===== src/rtl/fetch_pkg.sv =====
// rtl/fetch_pkg.sv - shared entry type, alignment constants and sizing helper for instruction fetch
package fetch_pkg;
   localparam int FETCH_ADDR_W  = 64;
   localparam int FETCH_INSTR_W = 32;
   localparam int INSTR_BYTES   = 4;
   localparam logic [FETCH_ADDR_W-1:0] ALIGN_MASK = ~FETCH_ADDR_W'(INSTR_BYTES - 1);

   typedef struct packed {
      logic [FETCH_ADDR_W-1:0]  pc;
      logic [FETCH_INSTR_W-1:0] instr;
      logic                     err;
   } fetch_entry_t;

   function automatic int count_w(input int depth);
      return $clog2(depth) + 1;
   endfunction
endpackage


===== src/rtl/fetch_fifo.sv =====
// rtl/fetch_fifo.sv - synchronous FIFO with flush; serves as fetch output buffer and PC tag queue
module fetch_fifo
   import fetch_pkg::*;
#(
   parameter int  DEPTH   = 4,
   parameter type entry_t = fetch_entry_t
) (
   input  logic                      clk,
   input  logic                      rst,
   input  logic                      push,
   input  entry_t                    push_data,
   input  logic                      pop,
   input  logic                      flush,
   output entry_t                    head,
   output logic [count_w(DEPTH)-1:0] count
);
   localparam int PTR_W = $clog2(DEPTH);
   localparam int CNT_W = count_w(DEPTH);

   entry_t           mem [DEPTH];
   logic [PTR_W-1:0] rd_ptr;
   logic [PTR_W-1:0] wr_ptr;
   logic             do_push;
   logic             do_pop;

   // flush wins over a same-cycle push or pop
   assign do_push = push && !flush;
   assign do_pop  = pop && !flush && (count != '0);
   assign head    = mem[rd_ptr];

   always_ff @(posedge clk or posedge rst) begin
      if (rst) begin
         rd_ptr <= '0;
         wr_ptr <= '0;
         count  <= '0;
         for (int i = 0; i < DEPTH; i++) mem[i] <= '0;
      end else if (flush) begin
         rd_ptr <= '0;
         wr_ptr <= '0;
         count  <= '0;
      end else begin
         if (do_push) begin
            mem[wr_ptr] <= push_data;
            wr_ptr      <= wr_ptr + 1'b1;
         end
         if (do_pop) rd_ptr <= rd_ptr + 1'b1;
         count <= count + CNT_W'(do_push) - CNT_W'(do_pop);
      end
   end

   overflow_check: assert property (@(posedge clk) disable iff (rst)
      !(do_push && !do_pop && count == CNT_W'(DEPTH)));
endmodule


===== src/rtl/instr_fetch_unit.sv =====
// rtl/instr_fetch_unit.sv - fetch PC owner: credit-limited in-order requests, tagged response buffer, redirect flush
module instr_fetch_unit
   import fetch_pkg::*;
#(
   parameter int                ADDR_W     = 64,
   parameter int                INSTR_W    = 32,
   parameter logic [ADDR_W-1:0] RESET_PC   = '0,
   parameter int                FIFO_DEPTH = 4
) (
   input  logic               clk_in,
   input  logic               reset,
   input  logic               redirect_valid,
   input  logic [ADDR_W-1:0]  redirect_pc,
   output logic               mem_req_valid,
   output logic [ADDR_W-1:0]  mem_req_addr,
   input  logic               mem_req_ready,
   input  logic               mem_rsp_valid,
   input  logic [INSTR_W-1:0] mem_rsp_data,
   input  logic               mem_rsp_err,
   output logic               fetch_valid,
   output logic [ADDR_W-1:0]  fetch_pc,
   output logic [INSTR_W-1:0] fetch_instr,
   output logic               fetch_err,
   input  logic               fetch_ready
);
   localparam int CNT_W = count_w(FIFO_DEPTH);
   typedef logic [ADDR_W-1:0] addr_t;

   addr_t            pc;
   logic [CNT_W-1:0] outstanding;
   logic [CNT_W-1:0] drop_cnt;
   logic [CNT_W-1:0] fifo_count;
   logic [CNT_W-1:0] tag_count;
   logic [CNT_W+1:0] credit_used;
   logic             accept;
   logic             dropping;
   logic             rsp_keep;
   addr_t            tag_pc;
   fetch_entry_t     rsp_entry;
   fetch_entry_t     head;

   // stale requests still hold a slot until their response drains
   assign credit_used   = (CNT_W+2)'(outstanding) + (CNT_W+2)'(drop_cnt) + (CNT_W+2)'(fifo_count);
   assign mem_req_valid = !reset && !redirect_valid && (credit_used < (CNT_W+2)'(FIFO_DEPTH));
   assign mem_req_addr  = pc;
   assign accept        = mem_req_valid && mem_req_ready;
   assign dropping      = drop_cnt != '0;
   assign rsp_keep      = mem_rsp_valid && !dropping && !redirect_valid;

   assign rsp_entry = '{pc: FETCH_ADDR_W'(tag_pc), instr: FETCH_INSTR_W'(mem_rsp_data), err: mem_rsp_err};

   fetch_fifo #(.DEPTH(FIFO_DEPTH), .entry_t(addr_t)) tag_queue (
      .clk       (clk_in),
      .rst       (reset),
      .push      (accept),
      .push_data (pc),
      .pop       (mem_rsp_valid && !dropping),
      .flush     (redirect_valid),
      .head      (tag_pc),
      .count     (tag_count)
   );

   fetch_fifo #(.DEPTH(FIFO_DEPTH), .entry_t(fetch_entry_t)) out_buf (
      .clk       (clk_in),
      .rst       (reset),
      .push      (rsp_keep),
      .push_data (rsp_entry),
      .pop       (fetch_ready),
      .flush     (redirect_valid),
      .head      (head),
      .count     (fifo_count)
   );

   assign fetch_valid = fifo_count != '0;
   assign fetch_pc    = head.pc[ADDR_W-1:0];
   assign fetch_instr = head.instr[INSTR_W-1:0];
   assign fetch_err   = head.err;

   always_ff @(posedge clk_in or posedge reset) begin
      if (reset) begin
         pc          <= RESET_PC;
         outstanding <= '0;
         drop_cnt    <= '0;
      end else if (redirect_valid) begin
         // a response landing in the redirect cycle is itself stale
         pc          <= redirect_pc & ADDR_W'(ALIGN_MASK);
         outstanding <= '0;
         drop_cnt    <= drop_cnt + outstanding - CNT_W'(mem_rsp_valid);
      end else begin
         if (accept) pc <= pc + addr_t'(INSTR_BYTES);
         outstanding <= outstanding + CNT_W'(accept) - CNT_W'(mem_rsp_valid && !dropping);
         drop_cnt    <= drop_cnt - CNT_W'(mem_rsp_valid && dropping);
      end
   end

   tag_present_check: assert property (@(posedge clk_in) disable iff (reset)
      !(rsp_keep && tag_count == '0));
endmodule

===== config.mk =====
export PLATFORM = sky130hd
export DESIGN_NAME = instr_fetch_unit
export DESIGN_NICKNAME = d
export VERILOG_FILES = /design/src/rtl/fetch_pkg.sv /design/src/rtl/fetch_fifo.sv /design/src/rtl/instr_fetch_unit.sv
export SDC_FILE = /design/constraint.sdc
export NUM_CORES = 2
export LEC_CHECK = 0
export ABC_CLOCK_PERIOD_IN_PS = 65600
export BUFFER_PORTS_ARGS = -buffer_cell sky130_fd_sc_hd__buf_2
export CORE_ASPECT_RATIO = 2
export CORE_UTILIZATION = 40
export DETAILED_ROUTE_END_ITERATION = 6
export HOLD_SLACK_MARGIN = 0.02
export PLACE_DENSITY = 0.61
export SLEW_MARGIN = 15
export SYNTH_ARGS = -nofsm -noshare
export SYNTH_HDL_FRONTEND = slang
export SYNTH_SLANG_ARGS = --single-unit
export TNS_END_PERCENT = 1

===== constraint.sdc =====
create_clock -name clk_in -period 65.6 [get_ports clk_in]
set_input_delay 6.56 -clock clk_in [delete_from_list [all_inputs] [get_ports clk_in]]
set_output_delay 6.56 -clock clk_in [all_outputs]
set_load 0.005 [all_outputs]

==> metrics.yaml <==
critical_path:
  cp_data_required_time_ns: 59.04
  cp_max_fo: 15
  crit_chain: "buf_4 > nor3_1 > o31ai_2 > buf_4 > a21oi_1 > buf_2"
  end_kind: "primary output"
  crit_top_cell: "buf_4"
  critical_path.slowest_cell: "nor3_1"
  critPathKind: "in2out"
  worstSetupStartpointType: "input port"
  arrival_ns: 7.72
  max_stage_delay_ns: 0.29
power_and_ir_drop:
  p_sw_frac: 0.298
  seqPwrFrac: 0.447
  clock_power_share: 0.294
  leakagePower_uw: 0.0176
  internal-power_uw: 932
  ir_drop_mv: 0.0258
  pwr-share-comb: 0.260
  switching_power_uw: 396
  p_per_area_nw_per_um2: 35.9
timing:
  layout_min_cycle_time_ns: 14.28
  clock-skew-final_ns: 0.0272
  rsz0062_at_grt: "false"
  slew_headroom: 0.253
  tns_ns: 0
  min_period_over_period: 0.218
  finalHoldViolations: 0
  max_freq_mhz: 70.0
  holdWs_ns: 0.497
  finalMaxSlewViolations: 0
  tightest_slew_ns: 1.12
  setup_viol: 0
min_path:
  min_path_type: "reg2reg"
flow_run:
  maxCapViolations: 0
global_route:
  overflow: 0
  top_usage_layer: "met2"
  grt_max_degree: 149
  use_met2: 0.375
  antenna_found_initial: 13
  grtUsageMet3: 0.0476
  grt_usage: 0.214
  grt_pass1_vias: 22100
  gr-usage-met1: 0.258
  grt_pass1_wl_mm: 134
finish:
  final_util: 0.459
  nets: 2531
  design_area_sq_um: 37000
  mostFrequentLayoutCells: "dfrtp_1 (706), mux2_2 (632), buf_2 (258), mux4_2 (157), nand2_1 (74)"
  syn_to_final_growth_pct: 13.3
  layout-drive-gt1-share: 0.494
  final_common_cell: "dfrtp_1"
synth:
  netlist_area_sq_um: 32700
  ys_async_sr_fraction: 1.00
  syn_avg_cell_area_sq_um: 14.8
  ys_warn_count: 0
  synth-main-ff-cell: "dfrtp_1"
  synth-edff-count: 0
  synth_seq_cells: 710
  seq_area_frac_synth: 0.544
  syn_inst: 2213
  ys_types: 66
clock_tree:
  post_cts_resized: 0
  h-tree-depth: 3
  cts_setup_buffers: 0
  cts_tree: "done"
  hold_buffers: 0
  clock_path_buffers: 3
  clkTransAtPathRegs_ns: 0.05
  clock_latency_ns: 0.62
  cts-root-buf: "clkbuf_16"
  numClockSinks: 710
  numCtsBuffers: 68
placement:
  place.gp.congestion: 0.819
  placed_area_sq_um: 34800
  io_buffers: 259
  hpwl_mm: 56.7
floorplanning:
  start_util: 0.405
  chipWidth_um: 204
  dieArea_sq_um: 82900
  io_pins: 266
  fp.dieH_um: 406
  row_count: 147
  design.core.area_sq_um: 80600
detailed_routing:
  vias_per_cell: 5.76
  routedWlPerCell_um: 25.1
  dr.first_iter.drc_count: 1137
  drc: 0
  via_count: 20100
  routed_wirelength_mm: 87.5
  postRouteAntennaNets: 0
  firstDrtPassIters: 5
outcome:
  status: "complete, no violations"
==> power groups by stage <==
| stage | sequential (uW) | combinational (uW) | clock [uW] |
|---|---|---|---|
| finish | 593 | 345 | 390 |
| global route | 605 | 376 | 418 |
| CTS | 593 | 352 | 402 |
| detailed placement | 601 | 351 | 0 |
| global placement | 589 | 338 | 0 |
| floorplan | 567 | 248 | 0 |
==> synth_stat cells, types with 16 or more instances <==
| master | n | share of area |
|---|---|---|
| nor3_1 | 24 | 0.0037 |
| buf_2 | 60 | 0.0092 |
| clkbuf_1 | 82 | 0.0094 |
| mux4_2 | 157 | 0.11 |
| nor4_1 | 18 | 0.0034 |
| mux2_2 | 632 | 0.22 |
| buf_1 | 29 | 0.0033 |
| and3_1 | 16 | 0.0031 |
| nand4_1 | 30 | 0.0057 |
| nand3_1 | 48 | 0.0074 |
| nand2_1 | 78 | 0.0090 |
| ha_1 | 23 | 0.0088 |
| o211ai_1 | 17 | 0.0039 |
| inv_1 | 45 | 0.0052 |
| nor2_1 | 27 | 0.0031 |
| o21ai_0 | 21 | 0.0032 |
| dfrtp_1 | 710 | 0.54 |
==> sequential cells by signal, indices dropped and copies added, names as in the netlist <==
name	count
out_buf.mem	380
tag_queue.mem	248
mem_req_addr	62
drop_cnt	3
out_buf.count	3
outstanding	3
tag_queue.count	3
out_buf.rd_ptr	2
out_buf.wr_ptr	2
tag_queue.rd_ptr	2
tag_queue.wr_ptr	2
==> worst max-delay path, delay by kind of cell <==
| family | cells | cell delay, ns |
|---|---|---|
| buffers and inverters | 3 | 0.56 |
| AOI/OAI and AO/OA | 2 | 0.31 |
| and+or+nand+nor | 1 | 0.29 |
==> final timing paths <==
check                                  from  slack (ns)            endpoint  cells past startpoint
setup / recovery             redirect_valid       51.32       mem_req_valid                      6
hold / removal             out_buf.mem[201]        0.50    out_buf.mem[201]                      1
setup reg to reg             outstanding[1]       60.66  tag_queue.mem[172]                      9
hold reg to reg            out_buf.mem[201]        0.50    out_buf.mem[201]                      1
max in group asynchronous             reset       57.14  tag_queue.mem[208]                      4
min in group asynchronous             reset        6.23         drop_cnt[1]                      2
==> metal layers <==
| metal | part of all wire | up-vias |
|---|---|---|
| met3 | 0.068 | 164 |
| li1 | - | 8574 |
| met1 | 0.39 | 10700 |
| met4 | 0.029 | 18 |
| met5 | 0.0012 | - |
| met2 | 0.51 | 625 |
==> stage by stage <==
| stage | cells | power [uW] | setup slack (ns) |
|---|---|---|---|
| floorplan | 2216 | 815 | 39.13 |
| global placement | 3370 | 928 | 51.39 |
| detailed placement | 3370 | 952 | 51.34 |
| CTS | 3483 | 1350 | 51.33 |
| global route | 3484 | 1400 | 51.25 |
| finish | 3487 | 1330 | 51.32 |
==> area by class of cell <==
| cell class | count | area (sq um) |
|---|---|---|
| Antenna cell | 3 | 7.51 |
| Clock buffer | 99 | 1980 |
| Clock inverter | 14 | 184 |
| Fill cell | 7217 | 43600 |
| Inverter | 46 | 180 |
| Multi-Input combinational cell | 1282 | 14000 |
| Sequential cell | 710 | 17800 |
| Tap cell | 1043 | 1310 |
| Timing Repair Buffer | 290 | 1560 |
==> logic make-up after synthesis <==
kind of cell,share of synthesized area
mux,0.330
flops,0.544
fa+ha+maj,0.0131
buf+inv,0.0286
simple gates,0.0526
compound gates,0.0285
xor+xnor,0.00349
other cells,0.000115
Note: power is estimated with default switching activity, not from simulation.
